## config.mk

```make
export PLATFORM = sky130hd
export DESIGN_NAME = trig_receiver
export DESIGN_NICKNAME = d
export VERILOG_FILES = /design/src/rtl/trig_receiver.sv
export SDC_FILE = /design/constraint.sdc
export NUM_CORES = 1
export LEC_CHECK = 0
export BUFFER_PORTS_ARGS = -buffer_cell sky130_fd_sc_hd__buf_2
export CORE_ASPECT_RATIO = 1.25
export CORE_UTILIZATION = 50
export DETAILED_ROUTE_END_ITERATION = 8
export PLACE_DENSITY = 0.72
export REMOVE_ABC_BUFFERS = 1
export SLEW_MARGIN = 20
export SYNTH_ARGS = -nofsm -noshare
export SYNTH_HDL_FRONTEND = slang
export SYNTH_SLANG_ARGS = --single-unit
```

## constraint.sdc

```tcl
create_clock -name clk_1_4 -period 4.33 [get_ports clk_1_4]
set_input_delay 0.2165 -clock clk_1_4 [delete_from_list [all_inputs] [get_ports clk_1_4]]
set_output_delay 0.2165 -clock clk_1_4 [all_outputs]
set_load 0.01 [all_outputs]
```

## src/rtl/trig_receiver.sv

```systemverilog
// rtl/trig_receiver.sv - trigger receiver: sync, edge accept, period/missing tracking, armed acquisition window
module trig_receiver #(
    parameter int SYNC_STAGES = 2,
    parameter int CNT_W       = 16,
    parameter int HOLDOFF     = 2,
    parameter int TIMEOUT     = 16,
    parameter int ACQ_LEN     = 8
) (
    input  logic             clk_1_4,
    input  logic             rst_n,
    input  logic             trig_in,
    input  logic             pc_enable,
    input  logic             arm,
    output logic             trig_pulse,
    output logic [CNT_W-1:0] trig_count,
    output logic [CNT_W-1:0] period,
    output logic             period_valid,
    output logic             missing,
    output logic             acq_active,
    output logic             acq_start,
    output logic             acq_done,
    output logic             overrun
);

    // Counter widths; both kept at least one bit so degenerate parameters still elaborate.
    localparam int HO_W  = (HOLDOFF > 0) ? $clog2(HOLDOFF + 1) : 1;
    localparam int ACQ_W = (ACQ_LEN > 1) ? $clog2(ACQ_LEN) : 1;

    localparam logic [CNT_W-1:0] GAP_MAX     = '1;
    localparam logic [CNT_W-1:0] TIMEOUT_CNT = CNT_W'(TIMEOUT);
    localparam logic [HO_W-1:0]  HOLDOFF_CNT = HO_W'(HOLDOFF);
    localparam logic [ACQ_W-1:0] ACQ_LAST    = ACQ_W'(ACQ_LEN - 1);

    typedef enum logic [1:0] {
        S_IDLE  = 2'd0,
        S_ARMED = 2'd1,
        S_ACQ   = 2'd2,
        S_DONE  = 2'd3
    } state_t;

    // Synchroniser and edge detector
    logic [SYNC_STAGES-1:0] sync_q;
    logic [SYNC_STAGES-1:0] sync_d;
    logic                   prev_q;
    logic                   rise;
    logic                   accept;

    // Trigger pulse and holdoff
    logic                   pulse_q;
    logic                   pulse_d;
    logic                   pulse;
    logic [HO_W-1:0]        holdoff_q;
    logic [HO_W-1:0]        holdoff_d;

    // Measurement
    logic [CNT_W-1:0]       count_q;
    logic [CNT_W-1:0]       count_d;
    logic [CNT_W-1:0]       gap_q;
    logic [CNT_W-1:0]       gap_d;
    logic [CNT_W-1:0]       period_q;
    logic [CNT_W-1:0]       period_d;
    logic                   seen_q;
    logic                   seen_d;
    logic                   pvalid_q;
    logic                   pvalid_d;

    // Acquisition
    state_t                 state_q;
    state_t                 state_d;
    logic [ACQ_W-1:0]       acq_cnt_q;
    logic [ACQ_W-1:0]       acq_cnt_d;
    logic                   overrun_q;
    logic                   overrun_d;

    // New sample enters at stage 0 and walks toward the last stage.
    assign sync_d = {sync_q[SYNC_STAGES-2:0], trig_in};
    assign rise   = sync_q[SYNC_STAGES-1] & ~prev_q;
    assign accept = rise & ~pc_enable & (holdoff_q == '0);

    // A pulse registered just before the PC takes control must not leak out.
    assign pulse  = pulse_q & ~pc_enable;

    // Synchroniser chain plus the previous value of its last stage
    always_ff @(posedge clk_1_4 or negedge rst_n) begin
        if (!rst_n) begin
            sync_q <= '0;
            prev_q <= 1'b0;
        end else begin
            sync_q <= sync_d;
            prev_q <= sync_q[SYNC_STAGES-1];
        end
    end

    // Pulse register and holdoff countdown; holdoff starts with the pulse so rises in the next HOLDOFF cycles drop
    always_comb begin
        pulse_d   = accept;
        holdoff_d = holdoff_q;
        if (accept) begin
            holdoff_d = HOLDOFF_CNT;
        end else if (holdoff_q != '0) begin
            holdoff_d = holdoff_q - HO_W'(1);
        end
    end

    // Pulse and holdoff state
    always_ff @(posedge clk_1_4 or negedge rst_n) begin
        if (!rst_n) begin
            pulse_q   <= 1'b0;
            holdoff_q <= '0;
        end else begin
            pulse_q   <= pulse_d;
            holdoff_q <= holdoff_d;
        end
    end

    // Trigger count, gap/period measurement and validity flags
    always_comb begin
        count_d  = count_q;
        period_d = period_q;
        gap_d    = gap_q;
        seen_d   = seen_q;
        pvalid_d = pvalid_q;
        if (pulse) begin
            count_d  = count_q + CNT_W'(1);
            period_d = gap_q;
            gap_d    = CNT_W'(1);
        end else if (!pc_enable && (gap_q != GAP_MAX)) begin
            gap_d = gap_q + CNT_W'(1);
        end
        if (pc_enable) begin
            seen_d   = 1'b0;
            pvalid_d = 1'b0;
        end else if (pulse) begin
            seen_d = 1'b1;
            if (seen_q) begin
                pvalid_d = 1'b1;
            end
        end
    end

    // Measurement registers
    always_ff @(posedge clk_1_4 or negedge rst_n) begin
        if (!rst_n) begin
            count_q  <= '0;
            period_q <= '0;
            gap_q    <= '0;
            seen_q   <= 1'b0;
            pvalid_q <= 1'b0;
        end else begin
            count_q  <= count_d;
            period_q <= period_d;
            gap_q    <= gap_d;
            seen_q   <= seen_d;
            pvalid_q <= pvalid_d;
        end
    end

    // Acquisition state register
    always_ff @(posedge clk_1_4 or negedge rst_n) begin
        if (!rst_n) begin
            state_q <= S_IDLE;
        end else begin
            state_q <= state_d;
        end
    end

    // Acquisition next state: arm from IDLE, first pulse opens the window, PC control aborts it
    always_comb begin
        state_d = state_q;
        case (state_q)
            S_IDLE: begin
                if (arm) begin
                    state_d = S_ARMED;
                end
            end
            S_ARMED: begin
                if (pc_enable) begin
                    state_d = S_IDLE;
                end else if (pulse) begin
                    state_d = S_ACQ;
                end
            end
            S_ACQ: begin
                if (pc_enable) begin
                    state_d = S_IDLE;
                end else if (acq_cnt_q == ACQ_LAST) begin
                    state_d = S_DONE;
                end
            end
            S_DONE: begin
                state_d = S_IDLE;
            end
            default: begin
                state_d = S_IDLE;
            end
        endcase
    end

    // Window cycle counter: runs only while staying in ACQ, zero on entry
    always_comb begin
        acq_cnt_d = '0;
        if ((state_q == S_ACQ) && (state_d == S_ACQ)) begin
            acq_cnt_d = acq_cnt_q + ACQ_W'(1);
        end
    end

    // Window counter register
    always_ff @(posedge clk_1_4 or negedge rst_n) begin
        if (!rst_n) begin
            acq_cnt_q <= '0;
        end else begin
            acq_cnt_q <= acq_cnt_d;
        end
    end

    // Acquisition outputs decoded from state so reset closes the window at once
    always_comb begin
        acq_active = 1'b0;
        acq_start  = 1'b0;
        acq_done   = 1'b0;
        case (state_q)
            S_ACQ: begin
                acq_active = 1'b1;
                acq_start  = (acq_cnt_q == '0);
            end
            S_DONE: begin
                acq_done = 1'b1;
            end
            default: begin
                acq_active = 1'b0;
            end
        endcase
    end

    // Overrun: sticky on a pulse inside the window, cleared by an arm taken in IDLE
    always_comb begin
        overrun_d = overrun_q;
        if ((state_q == S_IDLE) && arm) begin
            overrun_d = 1'b0;
        end else if (pulse && (state_q == S_ACQ)) begin
            overrun_d = 1'b1;
        end
    end

    // Overrun register
    always_ff @(posedge clk_1_4 or negedge rst_n) begin
        if (!rst_n) begin
            overrun_q <= 1'b0;
        end else begin
            overrun_q <= overrun_d;
        end
    end

    assign trig_pulse   = pulse;
    assign trig_count   = count_q;
    assign period       = period_q;
    assign period_valid = pvalid_q;
    assign missing      = seen_q & ~pc_enable & ~pulse & (gap_q > TIMEOUT_CNT);
    assign overrun      = overrun_q;

endmodule
```

; ---- Word level (Yosys, flattened, before mapping)
; Cells that the tools add are included.
[totals]
regBits = 62
output_inout_bits = 39
[classes]
addsub = 4
muxes = 21
n_bitwise = 10
order_cmp = 1
n_eq_ne = 6
reduce_logical = 15
[ops]
columns = cell, count
row1 = $add 16x1->16 const B, 2
row2 = $mux 16, 2
row3 = $gt 16x5->1 const B, 1
row4 = $ne 16x16->1 const B, 1
row5 = $mux 2, 7
row6 = $reduce_bool 2->1, 6
row7 = $mux 1, 10
row8 = $pmux 2 s4, 1
row9 = $and 1x1->1, 7
row10 = $eq 2x2->1 const B, 3
row11 = $logic_and 1x1->1, 4
row12 = $logic_not 2->1, 2
row13 = $add 3x1->3 const B, 1
row14 = $eq 3x3->1 const B, 1
row15 = $logic_not 3->1, 1
row16 = $mux 3, 1
row17 = $not 1->1, 3
row18 = $eq 2x1->1 const B, 1
row19 = $reduce_and 2->1, 1
row20 = $sub 2x1->2 const B, 1
row21 = $logic_not 1->1, 1

; ---- Longest topological paths before layout
; Gate-level depths: netlist of the first run.
[depth]
depth_word = 8
depth_mapped = 8
mapped_depth_nobuf = 5

; ---- Least setup slack after synthesis of the first run
; OpenSTA, ideal clock, no wires.
[synth_timing]
path_type = flip-flop to flip-flop
from = register gap_q[7]
to = register gap_q[11]
stages_incl_launch_ff = 6
setup_ps = 80
t_required_ps = 4250
setup_slack_ps = 2751
arrival_ps = 1499
path_cell_list = dfrtp_1 -> buf_2 -> nand4_2 -> or3_4 -> or3_1 -> a21oi_1
[synth_via]
elab_chain_cells = 3
word_cells_on_any_way = 6
[synth_rtl]
columns = element, line
row1 = start: declaration, 58  ; logic [CNT_W-1:0] gap_q;
row2 = start signal: assignment, 152  ; gap_q <= gap_d;
row3 = $add 16x1->16 / $ne 16x16->1 (equally long branches), "128, 127"
row4 = $mux 16 / $logic_and 1x1->1 (equally long branches), 127  ; end else if (!pc_enable && (gap_q != GAP_MAX)) begin
row5 = $mux 16 / $reduce_bool 2->1 (equally long branches), n/a
; Several ways; a longest one is shown, not always the timed one. The select of a mux whose other input is x is not followed.
; A chain may end at the register's enable or synchronous reset.

; ---- Worst setup path after layout of the first run
[layout_timing]
from = register gap_q[0]
to = register gap_q[6]
; Same word-level chain as after synthesis.

==> impl_metrics.ini, run 1 <==
[critical_path]
max_stage_delay_ns = 0.75
crit_buf_inv = 0
worstPathArrival_ns = 2.33
worstSetupPathType = reg2reg
crit_path_end_kind = register
crit_family = simple AND/OR/NAND/NOR gates
crit_path_start_kind = register
path_cells = ha_1, nand3_1, nor4_2, o21ai_0, a21oi_1
cp_max_fo = 13
worstPathRequired_ns = 4.59
slowest_stage = nor4_2

[finish]
syn_to_final_growth_pct = 17.0
diodes = 0
design_area_mm2 = 0.00336
final_cells = 406
fin_util_pct = 61.3
layout-drive-gt1-share_pct = 19.6
nets = 349

[sta]
rsz0062_at_grt = no
fin_skew_ns = 0.00685
setup_viol = 0
fin_crit_ns = 2.07
max-slew-margin-rel_pct = 36.2
fin_tns_setup_ns = 0
fin_ws_ns = 2.26
holdWs_ns = 0.0277
worst_slew_pin_slew_ns = 0.950
timing.fmax_ghz = 0.483
fin_crit_sh_pct = 47.8
hold_viol_final = 0
slew_viol_final = 0

[floorplan]
core_area_mm2 = 0.00548
dieHeight_um = 86.8
io_pins = 44
rows = 30
dieArea_mm2 = 0.00606
initial_core_util_pct = 52.4
die_width_um = 69.8

[yosys]
synth.avg_cell_area_um2 = 9.88
syn_inst = 291
synth_sequential_area_ratio_pct = 54.0
syn-cell-area_mm2 = 0.00287
yosysWarnings = 0
synth_seq_cells = 62
ys_types = 45

[cts]
ctsLongestPathBuffers = 2
clock-sinks = 62
cts_htree_levels = 3
cts_buffers = 9
clk_pin_slew_ns = 0.07
insertion_delay_ns = 0.34
cts_setup_buffers = 0
cts_tree = built
cts_root_buf = clkbuf_8

[hold_path]
hold_path_class = in2async

[route]
dr.first_iter.drc_count = 135
drtAntennaViolNets = 0
drc = 0
via_count = 2198
wl_per_cell_um = 13.4
first_pass_iters = 4
vias_per_cell = 5.41
routed_wl_mm = 5.45

[global_routing]
met2_usage_pct = 31.3
grt_pass1_wl_mm = 9.62
met1_usage_pct = 27.0
grt_max_degree = 63
grt_use_total_pct = 20.5
grt_pass1_vias = 2054
antenna_found_initial = 0
overflow = 0
grt-busiest-layer = met2
use_met3_pct = 3.49

[power_and_ir_drop]
max-vdd-ir-drop_uv = 251
p_per_area_mw_per_mm2 = 454
total_power_mw = 1.53
p_leak_nw = 1.76

[placed_design]
dp_slack_ns = 2.28
dpl-instance-area_mm2 = 0.00314
placed_cells = 389
routabilityCongestion = 0.822
hpwl_mm = 3.66
portBuffers = 43

[flow_run]
max_cap_violations = 0

[run_status]
status = finished clean
layout make-up:
type / count / area (um^2)
clock buffer: 12 / 145
clock inverter: 4 / 70.1
fill: 478 / 2120
inverter: 12 / 45.0
multi-input combinational: 205 / 1220
sequential: 62 / 1550
tap: 64 / 80.1
timing repair buffer: 47 / 248
registers in the layout, summed over array words and instances, names as in the netlist:
register / flops
sync_q: 2
acq_cnt_q: 3
overrun: 1
prev_q: 1
holdoff_q: 2
period: 16
seen_q: 1
trig_count: 16
period_valid: 1
pulse_q: 1
state_q: 2
gap_q: 16
worst paths after layout:
| kind | from | end | slack (ns) | depth (start not counted) |
|---|---|---|---|---|
| max | gap_q[0]$_DFFE_PN0P_ | gap_q[6]$_DFFE_PN0P_ | 2.26 | 5 |
| min | rst_n | trig_count[11]$_DFFE_PN0P_ | 0.03 | 2 |
| max reg2reg | gap_q[0]$_DFFE_PN0P_ | gap_q[6]$_DFFE_PN0P_ | 2.26 | 5 |
| min reg2reg | sync_q[0]$_DFF_PN0_ | sync_q[1]$_DFF_PN0_ | 0.35 | 0 |
| max in group asynchronous | rst_n | acq_cnt_q[2]$_DFF_PN0_ | 3.81 | 2 |
| min in group clk_1_4 | arm | overrun$_DFFE_PN0P_ | 0.17 | 4 |
cell usage after synthesis, drive strengths merged:
master  count  area (um^2)
o41ai       2         17.5
and3        5         31.3
o221ai      1         8.76
o2111a      1         11.3
xnor2       9         78.8
nand4       8         71.3
o311ai      2         17.5
or2         1         6.26
o21ai      12         60.1
mux2i       2         20.0
nand3b      3         22.5
and4b       2         20.0
or4         1         7.51
nor4        6         50.0
or3         6         42.5
nor2       16         60.1
a221oi      1         8.76
dfrtp      62         1550
nand2      61          229
buf         7         35.0
ha          7         87.6
a21oi      14         70.1
nand4b      2         32.5
clkbuf      5         20.0
nand2b      2         12.5
and2        4         25.0
and3b       1         8.76
nor3       10         50.1
o22a        1         8.76
nand3      13         65.1
o31ai       2         15.0
nor3b       1         7.51
nor4b       2         17.5
xor2        6         52.6
inv        12         45.0
a31oi       1         6.26
worst reg2reg max path, cell delays in order, from the launching register on:
cell and delay [ns]:
dfrtp_1 0.44, ha_1 0.27, nand3_1 0.17, nor4_2 0.75, o21ai_0 0.20, a21oi_1 0.16
cell usage in the layout (no fill, tap or decap), drive strengths merged, types with 3 or more instances in the layout:
cell type and count:
nor4 6, inv 12, nand2 61, nand3b 3, buf 46, and2 4, nand3 13, clkbuf 12
and3 5, nor2 16, dfrtp 62, a21oi 14, xnor2 9, xor2 6, ha 7, o21ai 12
nand4 8, nor3 10, or3 6
logic make-up after synthesis:
group,synth area share [%]
AOI/OAI and AO/OA,7.79
xor gates and xnor gates,4.57
adders and majority gates,3.05
buffers and inverters,3.48
DFF,54.0
muxes,0.697
and+or+nand+nor,26.4
metal layers:
layer / vias up / share of wire, %
li1: 1100 / -
met1: 1045 / 47
met2: 42 / 46
met3: 11 / 3.8
met4: 0 / 2.5
met5: - / 0
repair_timing:
| action | 4_1_cts | 5_1_grt |
|---|---|---|
| endpoints found under the setup margin | 0 | 0 |
| gates resized for setup | 0 | 0 |
| hold buffers | 1 | 0 |
| endpoints found under the hold margin | 1 | 0 |
power by group:
group          switching (mW)  internal, mW  leakage [nW]
sequential             0.0970         0.653         0.829
clock                   0.213         0.338         0.110
combinational           0.125         0.101         0.817
total                   0.435          1.09          1.76
(Power assumes the default switching activity.)
==> run 2, diff against run 1 <==
--- a/config.mk
+++ b/config.mk
@@ -5,11 +5,12 @@
 export SDC_FILE = /design/constraint.sdc
 export NUM_CORES = 1
 export LEC_CHECK = 0
+export ABC_AREA = 1
 export BUFFER_PORTS_ARGS = -buffer_cell sky130_fd_sc_hd__buf_2
 export CORE_ASPECT_RATIO = 1.25
 export CORE_UTILIZATION = 50
 export DETAILED_ROUTE_END_ITERATION = 8
-export PLACE_DENSITY = 0.72
+export PLACE_DENSITY = 0.74
 export REMOVE_ABC_BUFFERS = 1
 export SLEW_MARGIN = 20
 export SYNTH_ARGS = -nofsm -noshare
==> constraint.sdc (replaced) <==
create_clock -name clk_1_4 -period 1.8 [get_ports clk_1_4]
set_input_delay 0.09 -clock clk_1_4 [delete_from_list [all_inputs] [get_ports clk_1_4]]
set_output_delay 0.09 -clock clk_1_4 [all_outputs]
set_load 0.01 [all_outputs]
==> run 2 against run 1 <==
Effect of this change: final cell count grew 27%; critical endpoint is now missing; hold slack gained 0.051 ns; setup slack lost 2.1 ns; wire length grew 15%; global-route usage grew 1.0 points; non-clock buffer count grew 3; largest cell class unchanged; power grew to 2.5 times the previous value; flip-flop and latch count is the same; die area grew 7.3%; register-to-register slack lost 2.0 ns; sequential power grew to 2.6 times the previous value; critical path type is now reg2out; synthesized cell count grew 29%.
==> impl_metrics.ini, run 2 <==
[run_status]
status = finished clean

[finish]
nets = 441
syn_to_final_growth_pct = 15.7
mostFrequentLayoutCells = nand2_1, dfrtp_1, inv_1, buf_2, nor2_1
layout-drive-gt1-share_pct = 19.0
final_cells = 514
final_common_cell = nand2_1
diodes = 0

[cts]
cts_root_buf = clkbuf_8
clk_pin_slew_ns = 0.06
clock-sinks = 62
ctsLongestPathBuffers = 2
cts_buffers = 9
cts_tree = built
insertion_delay_ns = 0.33
cts_htree_levels = 3

[yosys]
synth_top_area_cell = dfrtp_1
synth_common_cells = nand2_1, dfrtp_1, inv_1
synth.area.top_cells = dfrtp_1, nand2_1, inv_1
ys_types = 29
yosysWarnings = 0
syn_inst = 375
synth.avg_cell_area_um2 = 8.24
syn-cell-area_mm2 = 0.00309
synth_seq_cells = 62
yosysTopAreaCellShare_pct = 50.2
yosysMostFrequentCell = nand2_1
synthArstFlopShare_pct = 100
synth_ff_type = dfrtp_1
synth-edff-count = 0
synth_sequential_area_ratio_pct = 50.2

[global_routing]
antenna_found_initial = 0
grt_max_degree = 25
grt_use_total_pct = 21.5
grt_pass1_wl_mm = 10.8
overflow = 0
grt_pass1_vias = 2453

[route]
routed_wl_mm = 6.26
via_count = 2532
drc = 0
vias_per_cell = 4.93
first_pass_iters = 4
dr.first_iter.drc_count = 156
drtAntennaViolNets = 0
wl_per_cell_um = 12.2

[hold_path]
hold_depth = 2
worstHoldStart = pc_enable
min_to = seen_q$_DFFE_PN0P_
hold_path_class = in2reg

[floorplan]
initial_core_util_pct = 52.4
dieHeight_um = 89.9
rows = 31
die_width_um = 72.3
io_pins = 44
dieArea_mm2 = 0.00650
core_area_mm2 = 0.00590

[placed_design]
routabilityCongestion = 0.899
placed_cells = 498
portBuffers = 43
hpwl_mm = 4.49

[sta]
hold_viol_final = 0
rsz0062_at_grt = no
fin_tns_setup_ns = 0
worst_slew_pin_slew_ns = 0.538
fin_skew_ns = 0.00532
slew_viol_final = 0
setup_viol = 0
timing.fmax_ghz = 0.603
fin_crit_ns = 1.66
max-slew-margin-rel_pct = 64.2
fin_crit_sh_pct = 92.1

[critical_path]
r2r_end = gap_q[5]$_DFFE_PN0P_
reg2reg_slack_ns = 0.24
rr_worst_depth = 9
crit_path_start_kind = register
r2r-start = gap_q[0]$_DFFE_PN0P_
startpoint = gap_q[0]$_DFFE_PN0P_
crit_path_end_kind = output port
cp_max_fo = 6
worstPathArrival_ns = 1.57
worstSetupPathType = reg2out
worstPathRequired_ns = 1.71

[power_and_ir_drop]
seq_power_share_pct = 49.8
p_comb_share_pct = 23.8
internal-power_mw = 2.59
max-vdd-ir-drop_uv = 787
pwr-share-clk_pct = 26.4
p_per_area_mw_per_mm2 = 1080
p_sw_mw = 1.27
p_leak_nw = 1.88
swShare_pct = 33.0

[flow_run]
max_cap_violations = 0
## run 2: cell count changes in the layout (fill, tap and decap cells not counted), moves of 5 or more
cell	change
xnor2_1	-6
nand2_1	+45
nor2_1	+18
nand4_1	+13
nor3_1	-6
nand2_2	+5
o21ai_0	+14
nand3_1	+10
a21oi_1	-12
or3_1	-5
inv_1	+38
and3_1	-5
## run 2: how the worst max path moves through the flow
stage | endpoint | cells past startpoint
floorplan | gap_q[11]$_DFFE_PN0P_ | 8
global placement | gap_q[1]$_DFFE_PN0P_ | 9
detailed placement | gap_q[5]$_DFFE_PN0P_ | 9
CTS | missing | 8
global route | trig_count[8]$_DFFE_PN0P_ | 7
finish | missing | 8
## run 2: repair_timing
item                       4_1_cts  5_1_grt
setup endpoints to repair        1        1
resized for setup                1        2
hold endpoints to repair        23        0
setup buffers                    0        0
hold buffers                     2        0
gates cloned                     0        0
## run 2: metrics by stage
stage	cell area, um^2	hold slack, ns	power [mW]	worst slack (ns)	utilization (%)
finish	3570	0.0784	3.86	0.142	60.6
floorplan	3040	-0.206	2.49	0.301	-
global route	3570	0.0841	4.15	0.0202	60.6
global placement	3400	0.0985	2.83	0.316	57.6
CTS	3570	0.0655	3.91	0.0374	60.6
detailed placement	3400	0.101	2.86	0.234	57.6
## run 2: routing by layer
metal | wire length, um | global-route usage [%] | vias to the layer above
met2 | 2990 | 34.9 | 55
met5 | 0 | 0 | -
met1 | 2880 | 26.3 | 1174
met3 | 242 | 6.17 | 11
met4 | 140 | 9.31 | 0
li1 | - | - | 1292
## run 2: cell type report
cell class,instances,area (um^2)
clock buffer,12,145
multi-input combinational,252,1280
tap,82,103
sequential,62,1550
clock inverter,2,10.0
inverter,54,208
timing repair buffer,50,273
fill,563,2320
## run 2: power groups by stage
stage,clock network (mW),registers [mW],logic (mW)
after floorplan,0,2.01,0.485
after global placement,0,1.93,0.901
after detailed placement,0,1.94,0.923
after CTS,1.05,1.92,0.932
after global routing,1.12,1.97,1.06
final,1.02,1.92,0.918
## run 2: cells by family (layout without fill, tap and decap cells)
logic type	Yosys count	after routing	share of synthesized area (%)
compound gates	31	31	5.22
xor+xnor	11	11	3.12
fa+ha+maj	7	7	2.84
buf+inv	61	118	8.22
flops	62	62	50.2
simple gates	203	203	30.4
## run 2: critical path, stage by stage, from the launching register on
cell     delay (ns)
dfrtp_2        0.44
inv_2          0.10
ha_1           0.15
nand2_1        0.05
o21ai_1        0.13
nand3_1        0.11
nand3_1        0.08
inv_1          0.04
buf_2          0.13
==> run 3, diff against run 2 <==
--- a/config.mk
+++ b/config.mk
@@ -6,11 +6,11 @@
 export NUM_CORES = 1
 export LEC_CHECK = 0
 export ABC_AREA = 1
-export BUFFER_PORTS_ARGS = -buffer_cell sky130_fd_sc_hd__buf_2
 export CORE_ASPECT_RATIO = 1.25
 export CORE_UTILIZATION = 50
 export DETAILED_ROUTE_END_ITERATION = 8
-export PLACE_DENSITY = 0.74
+export DONT_BUFFER_PORTS = 1
+export PLACE_DENSITY = 0.68
 export REMOVE_ABC_BUFFERS = 1
 export SLEW_MARGIN = 20
 export SYNTH_ARGS = -nofsm -noshare
==> run 3 against run 2 <==
Effect of this change: first-iteration DRC count is 39% lower; clock-buffer cell count up 3; non-clock buffer count is 40 lower; sequential share of layout area rose by 1.7 points; design area is 3.9% lower; maximum frequency fell by 0.11%; final cell count decreased by 7.6%; global-route usage shrank 0.68 points; critical endpoint unchanged; register-to-register slack got worse by 0.06 ns; clock power up 13%; critical path depth shrank 1.
==> impl_metrics.ini, run 3 (synthesis results as in run 2) <==
[critical_path]
crit_family = flip-flops
path_cells = inv_2, ha_1, nand2_1, o21ai_0, nand3_1, nand3_1, inv_1
crit_path_end_kind = output port
worstPathArrival_ns = 1.57
worstPathRequired_ns = 1.71
slowest_stage = dfrtp_1
worst_path_most_repeated_cell = nand3_1
crit_path_start_kind = register
worstSetupPathType = reg2out
crit_buf_inv = 2
max_stage_delay_ns = 0.45
cp_max_fo = 6

[sta]
fin_crit_sh_pct = 92.2
worst_slew_pin_slew_ns = 0.379
rsz0062_at_grt = no
slew_viol_final = 0
fin_tns_setup_ns = 0
timing.fmax_ghz = 0.602
fin_skew_ns = 0.00428
fin_crit_ns = 1.66
max-slew-margin-rel_pct = 74.6
setup_viol = 0
hold_viol_final = 0

[route]
drtAntennaViolNets = 0
drc = 0
first_pass_iters = 4
wl_per_cell_um = 12.7
dr.first_iter.drc_count = 95
routed_wl_mm = 6.02
vias_per_cell = 5.03
via_count = 2387

[global_routing]
grt-busiest-layer = met2
met1_usage_pct = 24.2
grt_use_total_pct = 20.8
use_met3_pct = 4.60
grt_pass1_vias = 2273
grt_max_degree = 63
antenna_found_initial = 0
overflow = 0
met2_usage_pct = 34.7
grt_pass1_wl_mm = 10.3

[hold_path]
hold_path_class = in2reg

[placed_design]
portBuffers = 0
routabilityCongestion = 0.878
hpwl_mm = 4.27

[power_and_ir_drop]
p_per_area_mw_per_mm2 = 1120
max-vdd-ir-drop_uv = 875
p_leak_nw = 1.71

[run_status]
status = finished clean

[finish]
mostFrequentLayoutCells = nand2_1, dfrtp_1, inv_1, nor2_1, o21ai_0
fin_util_pct = 58.3
final_common_cell = nand2_1
diodes = 0
syn_to_final_growth_pct = 11.3
nets = 401
layout-drive-gt1-share_pct = 10.2

[floorplan]
core_area_mm2 = 0.00590
initial_core_util_pct = 52.4
dieHeight_um = 89.9
die_width_um = 72.3
rows = 31
dieArea_mm2 = 0.00650
io_pins = 44

[cts]
clk_pin_slew_ns = 0.07
ctsLongestPathBuffers = 2
clock-sinks = 62
cts_htree_levels = 3
insertion_delay_ns = 0.33
cts_setup_buffers = 0
cts_tree = built
cts_root_buf = clkbuf_8
cts_buffers = 9

[flow_run]
max_cap_violations = 0
-- run 3: cell count changes in the layout (fill, tap and decap cells not counted) --
cell	delta
clkinv_2	-2
dlygate4sd3_1	+2
buf_2	-43
clkbuf_8	+3
dfrtp_1	+1
dfrtp_2	-1
buf_16	+1
o21ai_0	+1
o21ai_1	-1
-- run 3: timing repair --
action	CTS	global route
resized for setup	0	1
endpoints found under the hold margin	75	0
endpoints found under the setup margin	0	1
hold buffers	5	0
-- run 3: area by class of cell --
class	instances	area, um^2
sequential	62	1550
fill	549	2460
inverter	54	208
tap	82	103
timing repair buffer	10	105
clock buffer	15	186
multi-input combinational	252	1280
-- run 3: where the power goes --
| group | switching [mW] | internal (mW) | total, mW | leakage (nW) |
|---|---|---|---|---|
| registers | 0.338 | 1.69 | 2.03 | 0.801 |
| logic | 0.396 | 0.269 | 0.665 | 0.818 |
| clock network | 0.506 | 0.645 | 1.15 | 0.0958 |
| total | 1.24 | 2.61 | 3.85 | 1.71 |
-- run 3: worst register-to-register path, stage by stage, from the launching register on --
cell and delay, ns:
dfrtp_1 0.46, ha_1 0.22, nand3_1 0.14, inv_2 0.11, nand2_4 0.07, nor2_1 0.13, nor2_2 0.05, buf_4 0.17
nand3_1 0.07, o21ai_0 0.08
-- run 3: worst paths after layout --
check | from | end | slack, ns | depth (start not counted)
max reg2reg | gap_q[0]$_DFFE_PN0P_ | gap_q[5]$_DFFE_PN0P_ | 0.18 | 9
max in group asynchronous | rst_n | trig_count[8]$_DFFE_PN0P_ | 1.25 | 2
min | pc_enable | gap_q[0]$_DFFE_PN0P_ | 0.06 | 4
min in group asynchronous | rst_n | period[1]$_DFFE_PN0P_ | 0.30 | 2
min reg2reg | sync_q[0]$_DFF_PN0_ | sync_q[1]$_DFF_PN0_ | 0.35 | 0
max | gap_q[0]$_DFFE_PN0P_ | missing | 0.14 | 7
-- run 3: metrics by stage --
| step | total power, mW | cells | setup slack (ns) | hold WS, ns | cell area [um^2] |
|---|---|---|---|---|---|
| after global routing | 4.12 | 475 | 0.0269 | 0.0737 | 3440 |
| after CTS | 3.89 | 475 | 0.0759 | 0.0529 | 3440 |
| final | 3.85 | 475 | 0.140 | 0.0648 | 3440 |
| after detailed placement | 2.68 | 455 | 0.237 | -0.204 | 3180 |
| after floorplan | 2.49 | 368 | 0.301 | -0.206 | 3040 |
| after global placement | 2.66 | 455 | 0.285 | -0.204 | 3180 |
-- run 3: per-layer routing --
| metal | part of all wire [%] | vias to the layer above |
|---|---|---|
| met3 | 3.8 | 12 |
| met1 | 43 | 1107 |
| met5 | 0 | - |
| met2 | 51 | 49 |
| li1 | - | 1219 |
| met4 | 2.8 | 0 |
